<file path="config.mk">
export PLATFORM = sky130hd
export DESIGN_NAME = pwm_capture
export DESIGN_NICKNAME = d
export VERILOG_FILES = /design/src/rtl/pwm_pkg.sv /design/src/rtl/pwm_edge_detect.sv /design/src/rtl/pwm_capture.sv
export SDC_FILE = /design/constraint.sdc
export NUM_CORES = 1
export LEC_CHECK = 0
export ABC_AREA = 1
export CAP_MARGIN = 20
export CORE_MARGIN = 4
export CORE_UTILIZATION = 50
export CTS_CLUSTER_DIAMETER = 50
export DETAILED_ROUTE_END_ITERATION = 10
export PLACE_DENSITY = 0.81
export SLEW_MARGIN = 30
export SYNTH_ARGS = -nofsm -noshare
export SYNTH_HDL_FRONTEND = slang
export SYNTH_HIERARCHICAL = 1
export SYNTH_SLANG_ARGS = --single-unit
</file>
<file path="constraint.sdc">
create_clock -name clk -period 1.6 [get_ports clk]
set_input_delay 0.32 -clock clk [delete_from_list [all_inputs] [get_ports clk]]
set_output_delay 0.32 -clock clk [all_outputs]
set_load 0.005 [all_outputs]
</file>
<file path="src/rtl/pwm_pkg.sv">
// rtl/pwm_pkg.sv - shared constants and state type for the PWM capture block
package pwm_pkg;

    typedef enum logic [1:0] {
        IDLE    = 2'd0,
        SYNC    = 2'd1,
        MEASURE = 2'd2
    } pwm_state_e;

    localparam int PWM_CNT_W      = 16;
    localparam int PWM_TIMEOUT    = 1024;
    // Period of the companion PWM output generator, in clk cycles.
    localparam int PWM_GEN_PERIOD = 255;

endpackage

</file>
<file path="src/rtl/pwm_edge_detect.sv">
// rtl/pwm_edge_detect.sv - two-flop synchroniser plus previous-value flop with edge strobes
module pwm_edge_detect (
    input  logic clk,
    input  logic rstn,
    input  logic pwm_in,
    output logic s2_o,
    output logic rise_o,
    output logic fall_o
);

    logic s1_q;
    logic s2_q;
    logic prev_q;

    always_ff @(posedge clk) begin
        if (!rstn) begin
            s1_q   <= 1'b0;
            s2_q   <= 1'b0;
            prev_q <= 1'b0;
        end else begin
            s1_q   <= pwm_in;
            s2_q   <= s1_q;
            prev_q <= s2_q;
        end
    end

    // Both edges come from the same s2/prev pair, so rise and fall share one latency.
    assign s2_o   = s2_q;
    assign rise_o = s2_q & ~prev_q;
    assign fall_o = ~s2_q & prev_q;

endmodule

</file>
<file path="src/rtl/pwm_capture.sv">
// rtl/pwm_capture.sv - PWM input decoder measuring high time and period rise-to-rise
module pwm_capture
    import pwm_pkg::*;
#(
    parameter int CNT_W   = PWM_CNT_W,
    parameter int TIMEOUT = PWM_TIMEOUT
) (
    input  logic             clk,
    input  logic             rstn,
    input  logic             pwm_in,
    input  logic             enable,
    input  logic             ack,
    output logic [CNT_W-1:0] high_time,
    output logic [CNT_W-1:0] period,
    output logic             valid,
    output logic             overrun,
    output logic             stuck
);

    localparam logic [CNT_W-1:0] TIMEOUT_C = CNT_W'(TIMEOUT);
    localparam logic [CNT_W-1:0] ONE_C     = CNT_W'(1);

    logic s2;
    logic rise;
    logic fall;

    pwm_edge_detect u_edge (
        .clk    (clk),
        .rstn   (rstn),
        .pwm_in (pwm_in),
        .s2_o   (s2),
        .rise_o (rise),
        .fall_o (fall)
    );

    pwm_state_e       state_q, state_d;
    logic [CNT_W-1:0] cnt_q, cnt_d;
    logic [CNT_W-1:0] hi_cnt_q, hi_cnt_d;

    logic             pub;
    logic [CNT_W-1:0] pub_period;
    logic [CNT_W-1:0] pub_high;
    logic             pub_stuck;

    logic [CNT_W-1:0] high_time_q;
    logic [CNT_W-1:0] period_q;
    logic             valid_q;
    logic             overrun_q;
    logic             stuck_q;

    always_ff @(posedge clk) begin
        if (!rstn) begin
            state_q  <= IDLE;
            cnt_q    <= '0;
            hi_cnt_q <= '0;
        end else begin
            state_q  <= state_d;
            cnt_q    <= cnt_d;
            hi_cnt_q <= hi_cnt_d;
        end
    end

    always_comb begin
        state_d    = state_q;
        cnt_d      = cnt_q;
        hi_cnt_d   = hi_cnt_q;
        pub        = 1'b0;
        pub_period = '0;
        pub_high   = '0;
        pub_stuck  = 1'b0;
        if (!enable) begin
            state_d = IDLE;
            cnt_d   = '0;
        end else begin
            case (state_q)
                IDLE: state_d = SYNC;
                SYNC, MEASURE: begin
                    if (state_q == MEASURE && fall) begin
                        hi_cnt_d = cnt_q;
                    end
                    // SYNC only arms on a rise so a partial first pulse is never published.
                    if (rise) begin
                        if (state_q == MEASURE) begin
                            pub        = 1'b1;
                            pub_period = cnt_q;
                            pub_high   = hi_cnt_q;
                        end
                        cnt_d   = ONE_C;
                        state_d = MEASURE;
                    end else if (cnt_q == TIMEOUT_C) begin
                        pub       = 1'b1;
                        pub_stuck = 1'b1;
                        pub_high  = s2 ? '1 : '0;
                        cnt_d     = '0;
                        state_d   = SYNC;
                    end else begin
                        cnt_d = cnt_q + ONE_C;
                    end
                end
                default: state_d = IDLE;
            endcase
        end
    end

    always_ff @(posedge clk) begin
        if (!rstn) begin
            high_time_q <= '0;
            period_q    <= '0;
            valid_q     <= 1'b0;
            overrun_q   <= 1'b0;
            stuck_q     <= 1'b0;
        end else if (pub) begin
            high_time_q <= pub_high;
            period_q    <= pub_period;
            stuck_q     <= pub_stuck;
            valid_q     <= 1'b1;
            // A concurrent ack consumes the old record, so the overwrite is not an overrun.
            if (ack) begin
                overrun_q <= 1'b0;
            end else if (valid_q) begin
                overrun_q <= 1'b1;
            end
        end else if (ack) begin
            valid_q   <= 1'b0;
            overrun_q <= 1'b0;
        end
    end

    assign high_time = high_time_q;
    assign period    = period_q;
    assign valid     = valid_q;
    assign overrun   = overrun_q;
    assign stuck     = stuck_q;

endmodule

</file>
; Word level (Yosys, flattened, before mapping)
; Cells that the tools add are included.
[totals]
input_bits = 5
ff_bits = 72
elab_cells = 56
out_inout_bits = 35
[op_classes]
n_bitwise = 4
add_sub_neg = 1
reduce_logical = 8
muxes = 28
n_eq_ne = 4
[op_table]
columns = op, count
row1 = two-way mux 16 bit, 12
row2 = adder 16 x 1 -> 16 bit (second input constant), 1
row3 = == test 16 x 11 -> 1 bit (second input constant), 1
row4 = two-way mux 1 bit, 13
row5 = two-way mux 2 bit, 2
row6 = one-hot mux 2 bit (2 select lines), 1
row7 = AND reduction 2 bit, 2
row8 = nonzero test 2 bit, 2
row9 = inequality test 3 bit (second input constant), 1
row10 = AND reduction 3 bit, 1
row11 = AND 1 bit, 2
row12 = == test 2 x 1 -> 1 bit (second input constant), 1
row13 = == test 2 bit (second input constant), 1
row14 = logical NOT 2 bit, 1
row15 = NOT 1 bit, 2
row16 = OR reduction 2 bit, 1
row17 = logical AND 1 bit, 1

; Logic depth before layout (Yosys ltp)
[logic_depth]
ltp_word = 7
ltp_mapped = 11
depth_no_buf = 10

; By module
; The synthesis kept the hierarchy.
[by_module_without_submodules]
columns = module, seq_area_each_um2, area_per_inst_um2, n_inst, cells_each
row1 = pwm_capture, 1381.3, 3311.9, 1, 477
row2 = pwm_edge_detect, 60.1, 100.1, 1, 13

; Worst setup path before layout
; OpenSTA, ideal clock, no wires.
[synth_timing]
kind = register to register
start = register state_q[1]
end = register high_time_q[15] (netlist: high_time[15])
slack_ns = 0.001
arrival_ns = 1.488
required_ns = 1.489
setup_ns = 0.111
synth_period_minus_slack_ns = 1.599
stages_incl_launch_ff = 9
path_buffers = 1
cell_sequence = dfxtp_1 -> inv_1 -> ha_1 -> nand2_1 -> a21oi_4 -> clkbuf_1 -> o211ai_1 -> inv_1 -> nor2_1
[synth_between]
elab_chain_len = 5
word_cells_on_any_way = 11
cone_classes = eq/ne: 2 / mux: 8 / reduce/logical: 1
[synth_lines]
columns = item, line
row1 = from (decl), pwm_capture.sv:36  ; pwm_state_e state_q, state_d;
row2 = from (signal assigned), pwm_capture.sv:57  ; state_q <= state_d;
row3 = == test 2 bit, "pwm_capture.sv:75, pwm_capture.sv:83"
row4 = two-way mux 16 bit or two-way mux 1 bit (tied branches), pwm_capture.sv:83  ; if (state_q == MEASURE) begin
row5 = two-way mux 16 bit or two-way mux 1 bit (tied branches), pwm_capture.sv:82  ; if (rise) begin
row6 = two-way mux 16 bit or two-way mux 1 bit (tied branches), pwm_capture.sv:75  ; case (state_q)
row7 = two-way mux 16 bit or two-way mux 1 bit (tied branches), pwm_capture.sv:71  ; if (!enable) begin
row8 = to (signal assigned), pwm_capture.sv:113  ; high_time_q <= pub_high;
row9 = to (decl), pwm_capture.sv:45  ; logic [CNT_W-1:0] high_time_q;
; Several ways; a longest one is shown, not always the timed one.
; A chain may end at the register's enable or synchronous reset.

; Final worst setup path
[layout_timing]
start = register state_q[0]
end = register high_time_q[15] (netlist: high_time[15])
; Same word-level chain as after synthesis.

==> run metrics <==
final period demand of the worst path ~1.6 ns; worst r2r path cells 10; most numerous cell in the Yosys netlist sky130_fd_sc_hd__nand2_1; post-detailed-placement cell area a little over 0.004 mm2; row count 29; P&R area growth vs syn 38.5%; worst slack at placement -0.112 ns; setup total negative slack -0.00177 ns; Routed WL per cell 16.2 um; arrival time of the worst setup path approximately 1.9 ns; slew of the pin with the lowest slew margin 0.679 ns; maximum operating frequency between 600 and 700 MHz; worst max-slew margin expressed relative to the limit between 50% and 60%; count of cell types in the netlist 31; post-synthesis adder-cell area fraction about 1.8%; final RePlAce weighted congestion 0.930; GRT Overall Usage 23.1%; worst reg2reg endpoint high_time[15]; largest net degree at the start of global routing 57; xor/xnor share of the synthesized area less than 1%; Setup CP Type flop to flop; largest buffer count on any clock path 2; share of post-route cells with drive strength above 1 a little over a fifth; post-DR vias/cell ~5.6; leading cell types by total area after synthesis sky130_fd_sc_hd__dfxtp_1 (42%), sky130_fd_sc_hd__nand2_1 (12%), sky130_fd_sc_hd__nor2_1 (7.0%); startpoint of the worst-slack reg-to-reg timing path state_q[0]; utilization after layout a little over 70%; post-route DRC violation count 0; initial cell density of the core between 50% and 60%; fin crit share 100%; Die Span Y 90.6 um; Syn. warnings 6; Max rail drop VDD approximately 0.48 mV; data required time of the critical path around 1.9 ns; clock latency reported for the late side of the worst-skew pair 0.36 ns; total core area ~0.0065 mm2; overall overflow remaining after global route 0; area of the die between 0.008 and 0.009 mm2; Min-Delay Path Depth 4; clock sink count between 70 and 80; kind of path behind the tightest hold check input pin to flop; I/O pin count 40; post-route design area 0.00473 mm2; count of port buffers added during placement 39; WL final about 11 mm; mux share of post-synthesis cell area 0%; post-synthesis simple-gate area fraction between 20 and 30%; CTS tree yes; main flop type after synthesis sky130_fd_sc_hd__dfxtp_1; startpoint types flop; failing checks negative setup slack; cell type contributing the most total cell area after synthesis sky130_fd_sc_hd__dfxtp_1; most common library cells after synthesis sky130_fd_sc_hd__nand2_1 (109), sky130_fd_sc_hd__dfxtp_1 (72), sky130_fd_sc_hd__nor2_1 (64), sky130_fd_sc_hd__inv_1 (50), sky130_fd_sc_hd__a21oi_1 (47); maximum capacitance violations 0; count of nets left with antenna violations after detail routing 0; worst min-delay path startpoint rstn; Final Skew around 0.012 ns; final number of setup-violating endpoints 1; RSZ-0062 raised after global routing true; mean instance size in the synthesized netlist a little under 7 um2; CTS clk-pin slew, worst paths roughly 0.08 ns; highest net fanout along the worst path 10; number of register bits inferred by synthesis 72; register-to-register path setup slack -0.002 ns; number of enable flip-flop cells after synthesis 0; setup slack after layout -0.00177 ns; H-tree levels 3; number of optimization iterations in the first detailed-route pass 6; power density normalized to cell area between 700 and 800 mW/mm2; leakage power summed over all cells around 0.0019 uW; end point of the worst hold path u_edge/s2_o; TritonCTS buffer count 9; largest family of logic cells by synthesized area simple AND/OR/NAND/NOR gates; antenna violations before repair 0; total number of nets in the final design just under 600; CTS Root Cell sky130_fd_sc_hd__clkbuf_8; fraction of the mapped netlist area in compound gates approximately 17%; 1st-iter DRT viols 409; pins over their slew limit 0; count of mapped cells out of synthesis about 500; Seq/Total Area, Yosys a little over two fifths; hpwl dp about 6.4 mm; number of global-route vias before repair about 3200; wire length of the first global-routing pass approximately 15 mm; vias post-DR roughly 3700; CP endpoint kind flop; netlist area before placement roughly 0.0034 mm2; share of async-settable or async-resettable flops after synthesis 0%; outcome complete, but fails checks; Syn Nets 500; number of hold violations in the final report 0; area fraction of the dominant cell type after synthesis a little over two fifths; final hold slack approximately 0.41 ns; diodes inserted 0; die outline width slightly above 90 um
==> state kept, by name (all words and copies together), names as in the netlist <==
signal,count
period,16
high_time,16
overrun,1
hi_cnt_q,16
u_edge/s1_q,1
u_edge/s2_o,1
state_q,2
cnt_q,16
valid,1
u_edge/prev_q,1
stuck,1
==> through the flow <==
step	power, uW	instances
after floorplan	1970	490
after global placement	2060	617
after detailed placement	2060	617
after CTS	3510	640
after global routing	3700	649
final	3590	649
==> cell type report <==
| cell class | instances | area (um2) |
|---|---|---|
| multi-input combinational | 340 | 1820 |
| fill | 474 | 1770 |
| sequential | 72 | 1450 |
| timing repair buffer | 93 | 975 |
| inverter | 52 | 195 |
| clock buffer | 10 | 138 |
| tap | 77 | 96.3 |
| clock inverter | 5 | 56.3 |
==> how the worst max path moves through the flow <==
stage                    start             to  slack [ns]  cells past startpoint
floorplan           state_q[1]  high_time[15]       0.001                      8
global placement        enable  high_time[12]       -0.08                      7
detailed placement      enable  high_time[13]       -0.11                      8
CTS                 state_q[1]  high_time[13]      -0.002                     10
global route        state_q[0]   high_time[8]       -0.09                     11
finish              state_q[0]  high_time[15]      -0.002                     10
==> power by group <==
group | switching, uW | internal, uW | total (uW)
clock | 721 | 754 | 1480
sequential | 6.64 | 1800 | 1810
combinational | 177 | 128 | 305
total | 905 | 2680 | 3590
==> logic make-up (layout without fill, tap and decap cells) <==
logic type	Yosys count	after routing
AND/OR/NAND/NOR	226	229
AO/OA/AOI/OAI	104	104
buffers and inverters	81	160
flip-flops	72	72
adder cells (fa/ha/maj)	5	5
XOR/XNOR	2	2
==> what timing repair did <==
action	4_1_cts	5_1_grt
gates resized for setup	11	49
setup buffers	6	3
gates cloned	2	6
setup endpoints to repair	33	54
pin swaps	1	12
hold buffers	0	0
==> layer usage <==
metal,vias up,track usage [%],wire (um)
li1,1757,-,-
met1,1674,29.2,4260
met2,194,38.5,5030
met3,37,4.50,921
met4,0,9.69,325
met5,-,0,0
==> critical path: stages, from the launching register on <==
cell                        delay, ns
sky130_fd_sc_hd__dfxtp_2         0.34
sky130_fd_sc_hd__inv_2           0.05
sky130_fd_sc_hd__ha_4            0.29
sky130_fd_sc_hd__nand2_4         0.05
sky130_fd_sc_hd__a21oi_4         0.13
sky130_fd_sc_hd__buf_12          0.13
sky130_fd_sc_hd__buf_8           0.12
sky130_fd_sc_hd__clkbuf_16       0.15
sky130_fd_sc_hd__o211ai_1        0.09
sky130_fd_sc_hd__inv_1           0.09
sky130_fd_sc_hd__nor2_1          0.05
==> cells in the final DEF, fill, tap and decap left out, types with 2 or more instances in the layout <==
master                            synthesis  routed
sky130_fd_sc_hd__nand2_1                109     104
sky130_fd_sc_hd__dfxtp_1                 72      65
sky130_fd_sc_hd__nor2_1                  64      59
sky130_fd_sc_hd__inv_1                   50      45
sky130_fd_sc_hd__a21oi_1                 47      41
sky130_fd_sc_hd__buf_4                    1      39
sky130_fd_sc_hd__clkdlybuf4s50_1          0      38
sky130_fd_sc_hd__nand3_1                 33      32
sky130_fd_sc_hd__o21ai_0                 26      19
sky130_fd_sc_hd__o211ai_1                16      16
sky130_fd_sc_hd__o21ai_1                 10      15
sky130_fd_sc_hd__clkbuf_8                 0      10
sky130_fd_sc_hd__inv_2                    2       7
sky130_fd_sc_hd__nor2_2                   3       7
sky130_fd_sc_hd__nand4_1                  7       7
sky130_fd_sc_hd__dfxtp_2                  0       7
sky130_fd_sc_hd__a21oi_2                  0       6
sky130_fd_sc_hd__buf_12                   0       6
sky130_fd_sc_hd__nand2_2                  2       4
sky130_fd_sc_hd__nand3_4                  1       4
sky130_fd_sc_hd__clkbuf_16                0       4
sky130_fd_sc_hd__nand2_4                  1       3
sky130_fd_sc_hd__o21ai_2                  1       3
sky130_fd_sc_hd__ha_4                     0       3
sky130_fd_sc_hd__buf_6                    3       3
sky130_fd_sc_hd__nor2_4                   1       2
sky130_fd_sc_hd__nor3_1                   3       2
sky130_fd_sc_hd__a211oi_1                 2       2
sky130_fd_sc_hd__clkinv_2                 0       2
Note: power is estimated with default switching activity, not from simulation.
